File: src/rtl/delay_tap_cal.sv
// delay_tap_cal: measures trigger-to-crossing latency over several shots and derives a delay-line tap
module delay_tap_cal #(
  parameter int TARGET   = 16,
  parameter int AVG_LOG2 = 2,
  parameter int TIMEOUT  = 63,
  parameter int INIT_TAP = 0
) (
  input  logic               clk,
  input  logic               rst_n,
  input  logic               start,
  input  logic               trig,
  input  logic signed [12:0] din,
  input  logic signed [12:0] threshold,
  output logic [4:0]         tap,
  output logic [5:0]         delay,
  output logic               busy,
  output logic               done,
  output logic               timeout_err
);
  localparam int AW = 6 + AVG_LOG2;
  localparam logic [AVG_LOG2:0] LAST = (AVG_LOG2 + 1)'((1 << AVG_LOG2) - 1);
  typedef enum logic [1:0] {IDLE, ARM, COUNT, COMPUTE} state_t;
  state_t st;
  logic [5:0] cnt;
  logic [AVG_LOG2:0] shots;
  logic [AW-1:0] acc;
  logic [5:0] avg;
  logic [4:0] tap_n;
  logic hit;
  // averaged delay, clamped tap and signed crossing detect
  always_comb begin
    avg = 6'(acc >> AVG_LOG2);
    tap_n = (int'(avg) >= TARGET) ? 5'd0 : (TARGET - int'(avg) > 31) ? 5'd31 : 5'(TARGET - int'(avg));
    hit = din >= threshold;
  end
  // calibration sequencer; tap only moves in COMPUTE so the delay line never sees partial results
  always_ff @(posedge clk or negedge rst_n) begin
    if (!rst_n) begin
      st <= IDLE;
      cnt <= '0;
      shots <= '0;
      acc <= '0;
      tap <= 5'(INIT_TAP);
      delay <= '0;
      busy <= 1'b0;
      done <= 1'b0;
      timeout_err <= 1'b0;
    end else begin
      done <= 1'b0;
      case (st)
        IDLE: if (start) begin
          acc <= '0;
          shots <= '0;
          timeout_err <= 1'b0;
          busy <= 1'b1;
          st <= ARM;
        end
        ARM: if (trig) begin
          cnt <= 6'd1;
          st <= COUNT;
        end
        COUNT: if (hit) begin
          acc <= acc + AW'(cnt);
          shots <= shots + 1'b1;
          st <= (shots == LAST) ? COMPUTE : ARM;
        end else if (cnt == 6'(TIMEOUT)) begin
          timeout_err <= 1'b1;
          done <= 1'b1;
          busy <= 1'b0;
          st <= IDLE;
        end else cnt <= cnt + 6'd1;
        COMPUTE: begin
          delay <= avg;
          tap <= tap_n;
          done <= 1'b1;
          busy <= 1'b0;
          st <= IDLE;
        end
        default: st <= IDLE;
      endcase
    end
  end
endmodule

File: config.mk
export PLATFORM = sky130hd
export DESIGN_NAME = delay_tap_cal
export DESIGN_NICKNAME = d
export VERILOG_FILES = /design/src/rtl/delay_tap_cal.sv
export SDC_FILE = /design/constraint.sdc
export NUM_CORES = 1
export LEC_CHECK = 0
export ABC_AREA = 1
export CORE_MARGIN = 10
export CORE_UTILIZATION = 50
export CTS_CLUSTER_SIZE = 10
export DETAILED_ROUTE_END_ITERATION = 10
export MAX_ROUTING_LAYER = met4
export PLACE_DENSITY = 0.81
export SYNTH_ARGS = -nofsm -noshare
export SYNTH_HDL_FRONTEND = slang
export SYNTH_SLANG_ARGS = --single-unit
File: constraint.sdc
create_clock -name clk -period 2.1 [get_ports clk]
set_input_delay 0.21 -clock clk [delete_from_list [all_inputs] [get_ports clk]]
set_output_delay 0.21 -clock clk [all_outputs]
set_load 0.005 [all_outputs]
==> impl_metrics.yaml, run 1 <==
clock_network:
  root_buffer: "clkbuf_8"
  cts_tree: "yes"
  cts_buffers: 5
  ctsHoldBuffers: 0
  clk-insertion-delay-late_ns: 0.29
  numClockSinks: 33
  cts_buffer_depth: 2
  htree_levels: 2
  clkTransAtPathRegs_ns: 0.07
layout:
  final_common_cell: "nand2_1"
  antennaDiodeCount: 0
  design_area_um2: 2922
  finalNetCount: 402
  drive_above_1_share: 0.1379
  final_cell_mix: "83 x nand2_1, 43 x clkdlybuf4s50_1, 38 x inv_1"
  syn_to_final_growth_pct: 29.01
  final_core_util: 0.6664
route:
  drt-total-wl_mm: 5.263
  viasPerCell: 5.040
  wl_per_cell_um: 13.16
  dr.pass1.iters: 4
  first_iter_violations: 128
  final_antenna_net_count: 0
  drc: 0
  num_vias: 2016
logic_synthesis:
  ys_seq_area_frac: 0.3646
  ys_types: 27
  ys_seq_elements: 33
  syn_area_per_cell_um2: 7.703
  ys.warnings.count: 0
  synth_area_leaders: "dfrtp_1 36%, nand2_1 14%, ha_1 13%, inv_1 6.3%, nand3_1 4.2%"
  synth_top_area_cell: "dfrtp_1"
  synth.cell_area_um2: 2265
  syn_inst: 294
  synth_nets: 348
  netlist.area_leader.share: 0.3646
sta:
  finalCritPeriodShare: 0.9262
  tns_ns: 0
  fmax_mhz: 514.1
  max_slew_margin: 0.6608
  slew_violations: 0
  worstMarginPinSlew_ns: 0.5048
  final.setup_skew_ns: 0.002892
  finalHoldViolCount: 0
  finalSetupViolations: 0
  fin_crit_ns: 1.945
  rsz0062_at_grt: "false"
place:
  dp_hpwl_mm: 4.005
  placed_area_um2: 2788
  io_buffers: 43
  place.gp.congestion: 0.8185
job:
  max_cap_violations: 0
grt:
  grt.total_usage: 0.1510
  antenna_found_initial: 0
  grt_max_degree: 34
  grt_pass1_wl_mm: 9.183
  grt_pass1_vias: 2066
  gr-total-overflow: 0
setup_path:
  crit_type: "primary input to register"
  crit_required_ns: 2.28
  arrival_ns: 2.13
  critPathMaxFanout: 16
  endpoint_kind: "register"
  cp-start-kind: "primary input"
pwr:
  internal-power_mw: 1.584
  power.share.clock: 0.194
  switching_share: 0.3817
  ir_worst_vdd_mv: 0.5058
  switching_power_mw: 0.9778
  p_comb_frac: 0.447
  p_total_mw: 2.561
  power_frac_seq: 0.359
  power_density_nw_per_um2: 876.7
  leakagePower_nw: 1.508
die:
  rows: 24
  die_y_um: 87.30
  io_pins: 44
  die_area_um2: 7621
  initial_core_util: 0.5166
  die_x_um: 87.30
  core_um2: 4384
min_path:
  min_path_type: "primary input to async pin"
outcome:
  status: "finished, final reports clean"
==> power groups by stage <==
| stage | registers (mW) | clock network (mW) | logic [mW] |
|---|---|---|---|
| floorplan | 0.914 | 0 | 0.682 |
| global placement | 0.922 | 0 | 1.07 |
| detailed placement | 0.931 | 0 | 1.10 |
| CTS | 0.919 | 0.507 | 1.11 |
| global route | 0.943 | 0.540 | 1.29 |
| finish | 0.920 | 0.497 | 1.14 |
==> cell type report <==
type                    instances  area (um^2)
clock buffers                   7        86.33
well taps                      52        65.06
repair buffers                 53        505.5
fillers                       369         1463
flip-flops and latches         33        825.8
multi-input cells             215         1289
inverters                      40        150.1
==> what timing repair did <==
action | CTS | global route
resized for setup | 0 | 8
endpoints found under the hold margin | 0 | 0
buffers inserted | 0 | 0
setup endpoints to repair | 0 | 18
==> registers in the layout, indices dropped and copies added, names as in the netlist <==
register	count
acc	8
busy	1
cnt	6
delay	6
done	1
shots	3
st	2
tap	5
timeout_err	1
==> through the flow <==
step | setup slack [ns] | hold WS (ns) | instances
after floorplan | 0.3214 | -0.08559 | 294
after global placement | -0.1013 | 0.4528 | 393
after detailed placement | -0.2562 | 0.4664 | 393
after CTS | 0.05814 | 0.3391 | 400
after global routing | 0.007562 | 0.3686 | 400
final | 0.1549 | 0.3263 | 400
==> logic make-up (layout without fill, tap and decap cells) <==
group	Yosys count	count (layout)	synth area share
xor+xnor	3	3	0.01160
fa+ha+maj	24	24	0.1359
flops	33	33	0.3646
buf+inv	46	100	0.08729
compound gates	38	38	0.1039
simple gates	150	150	0.2967
==> per-layer routing <==
| metal | vias to the layer above | part of all wire | routed length [um] | track usage |
|---|---|---|---|---|
| met4 | 0 | 0.014 | 75 | 0.05652 |
| met3 | 6 | 0.054 | 283 | 0.04120 |
| li1 | 1047 | - | - | - |
| met1 | 925 | 0.45 | 2353 | 0.1702 |
| met5 | - | 0 | 0 | - |
| met2 | 38 | 0.48 | 2551 | 0.2487 |
==> cell usage after synthesis <==
master    number
a21oi_1       14
a31oi_2        1
and2_1         1
buf_2          2
buf_6          3
clkbuf_1       1
dfrtp_1       33
fa_1           1
ha_1          23
inv_1         38
inv_2          2
nand2_1       84
nand2_2        1
nand2_4        2
nand3_1       19
nand3_2        5
nand4_1        4
nor2_1        25
nor2_2         1
nor2_4         1
nor3_1         3
o21ai_0       11
o21ai_1        2
o21ai_2       10
or2_2          4
xnor2_1        2
xor2_1         1
==> worst paths after layout <==
path                          startpoint  endpoint  slack (ns)  cells past startpoint
setup / recovery           threshold[10]    acc[3]        0.15                     13
hold / removal                     rst_n      done        0.33                      2
setup reg to reg                  cnt[0]    acc[6]        0.19                     12
hold reg to reg                     busy      busy        0.48                      2
max in group asynchronous          rst_n    cnt[4]        1.46                      2
min in group clk                    busy      busy        0.48                      2
==> worst max-delay path, stage by stage <==
cell,delay [ns]
clkdlybuf4s50_1,0.46
inv_1,0.04
ha_1,0.28
nand2_1,0.06
nor2_2,0.16
and2_1,0.14
nand2_1,0.07
nand3_1,0.12
nand3_2,0.12
nand2_4,0.17
nand2_8,0.13
nand2_1,0.11
o21ai_2,0.05
Power figures use the tool's default switching activity.
==> run 2, diff against run 1 <==
--- a/config.mk
+++ b/config.mk
@@ -12,6 +12,7 @@
 export DETAILED_ROUTE_END_ITERATION = 10
 export MAX_ROUTING_LAYER = met4
 export PLACE_DENSITY = 0.81
+export SLEW_MARGIN = 20
 export SYNTH_ARGS = -nofsm -noshare
 export SYNTH_HDL_FRONTEND = slang
 export SYNTH_SLANG_ARGS = --single-unit
==> results of run 2 <==
Same layout as run 1: the final DEF is identical, and so are final timing and power.
==> run 3, diff against run 2 <==
--- a/config.mk
+++ b/config.mk
@@ -6,7 +6,6 @@
 export NUM_CORES = 1
 export LEC_CHECK = 0
 export ABC_AREA = 1
-export CORE_MARGIN = 10
 export CORE_UTILIZATION = 50
 export CTS_CLUSTER_SIZE = 10
 export DETAILED_ROUTE_END_ITERATION = 10
==> run 3 against run 2 <==
  * Fmax fell by 0.76%
  * Sequential power is essentially flat
  * Clock skew down 0.00052 ns
  * Critical path depth up 3
==> impl_metrics.yaml, run 3 (synthesized netlist as in run 1, its figures left out) <==
outcome:
  status: "finished, final reports clean"
setup_path:
  cp-start-kind: "primary input"
  cp_slowest_cell: "clkdlybuf4s50_1"
  endpoint_kind: "register"
  critPathMaxFanout: 9
  r2r-start: "acc[0]"
  crit_required_ns: 2.27
  arrival_ns: 2.13
  r2r-end: "acc[6]"
  reg2reg_depth: 12
  slowest_delay_ns: 0.45
  r2r_slack_ns: 0.15
  critPathMostFrequentCell: "nand2_1"
  worstPathCellList: "clkdlybuf4s50_1, inv_1, ha_1, nand2_2, inv_1, nand2_1, nand2_1, a21oi_2, nand2_1, nand2_1, nand3_2, nand2_4, buf_6, nand3_1, nand2_1, nand2_1"
  startpoint: "threshold[12]"
  crit_type: "primary input to register"
die:
  io_pins: 44
  die_area_um2: 4802
  initial_core_util: 0.5201
  core_um2: 4354
  die_x_um: 69.30
  die_y_um: 69.30
  rows: 24
pwr:
  p_comb_frac: 0.439
  internal-power_mw: 1.562
  ir_worst_vdd_mv: 0.4711
  power_frac_seq: 0.367
  power_density_nw_per_um2: 864.6
  switching_power_mw: 0.9407
  power.share.clock: 0.193
  switching_share: 0.3759
  leakagePower_nw: 1.505
sta:
  slew_violations: 0
  finalSetupViolations: 0
  fmax_mhz: 510.2
  finalHoldViolCount: 0
  finalCritPeriodShare: 0.9333
  fin_crit_ns: 1.960
  worstMarginPinSlew_ns: 0.4476
  tns_ns: 0
  rsz0062_at_grt: "true"
  max_slew_margin: 0.6993
  hold_ws_ns: 0.3179
  final.setup_skew_ns: 0.002372
clock_network:
  cts_buffer_depth: 2
  numClockSinks: 33
  ctsHoldBuffers: 0
  postCtsSetupBuffers: 0
  cts_buffers: 5
  clkTransAtPathRegs_ns: 0.06
  clk-insertion-delay-late_ns: 0.28
  cts_tree: "yes"
  root_buffer: "clkbuf_8"
  htree_levels: 2
layout:
  antennaDiodeCount: 0
  multiInputGateArea_um2: 1265
  largest_reg_flops: 8
  max_flop_register: "acc"
  syn_to_final_growth_pct: 27.79
  final_common_cell: "nand2_1"
  fillCellCount: 351
  final_cell_mix: "83 x nand2_1, 43 x clkdlybuf4s50_1, 38 x inv_1"
  largest_registers: "acc x8, cnt x6, delay x6"
  drive_above_1_share: 0.1326
  finalNetCount: 401
  seqCellArea_um2: 825.8
grt:
  grt_max_degree: 34
  grt_pass1_wl_mm: 8.445
  grt.total_usage: 0.2238
  grt_pass1_vias: 1982
  antenna_found_initial: 0
  gr-total-overflow: 0
route:
  first_iter_violations: 73
  drt-total-wl_mm: 4.670
  dr.pass1.iters: 4
  viasPerCell: 5.068
  drc: 0
  num_vias: 2022
  final_antenna_net_count: 0
  wl_per_cell_um: 11.70
min_path:
  min_path_type: "primary input to async pin"
job:
  max_cap_violations: 0
place:
  io_buffers: 43
  place.gp.congestion: 0.8494
  dp_hpwl_mm: 3.528
-- run 3: layer usage --
| layer | track usage | vias to the layer above | wire [um] |
|---|---|---|---|
| met1 | 0.2732 | 922 | 2230 |
| met2 | 0.3635 | 45 | 2202 |
| li1 | - | 1047 | - |
| met4 | 0.08163 | 0 | 67 |
| met3 | 0.05087 | 8 | 169 |
| met5 | - | - | 0 |
-- run 3: power by group through the flow --
stage,logic [mW],clock network [mW],registers (mW)
global route,1.24,0.520,0.948
detailed placement,1.08,0,0.933
CTS,1.08,0.500,0.923
floorplan,0.682,0,0.914
finish,1.10,0.484,0.919
global placement,1.05,0,0.926
-- run 3: timing repair --
action                                  4_1_cts  5_1_grt
endpoints found under the hold margin         0        0
resized for setup                             0        7
endpoints found under the setup margin        0       12
-- run 3: area by class of cell --
type / instances / share of cell area
well taps: 52 / 0.02248
flip-flops and latches: 33 / 0.2853
repair buffers: 52 / 0.1734
multi-input cells: 215 / 0.4371
clock buffers: 7 / 0.02983
inverters: 40 / 0.05188
-- run 3: per-stage QoR --
step | cells | utilization | power (mW) | area (um^2) | setup slack [ns]
3_3_place_gp | 392 | 0.6385 | 1.977 | 2780 | -0.1101
6_report | 399 | 0.6647 | 2.502 | 2894 | 0.1400
3_5_place_dp | 392 | 0.6385 | 2.016 | 2780 | -0.1741
4_1_cts | 399 | 0.6583 | 2.506 | 2867 | 0.1231
2_1_floorplan | 294 | - | 1.596 | 2265 | 0.3214
5_1_grt | 399 | 0.6647 | 2.712 | 2894 | -0.04130
-- run 3: worst max path at each step --
stage,slack (ns),cells after the start,endpoint
finish,0.14,16,timeout_err
global route,-0.04,16,timeout_err
detailed placement,-0.17,14,cnt[4]
floorplan,0.32,12,acc[6]
CTS,0.12,15,timeout_err
global placement,-0.11,15,cnt[3]
-- run 3: critical path, delay by kind of cell --
kind                     cells  cell delay (ns)
AO/OA/AOI/OAI                1             0.14
AND/OR/NAND/NOR             10             0.80
adder cells (fa/ha/maj)      1             0.31
buffers and inverters        4             0.67
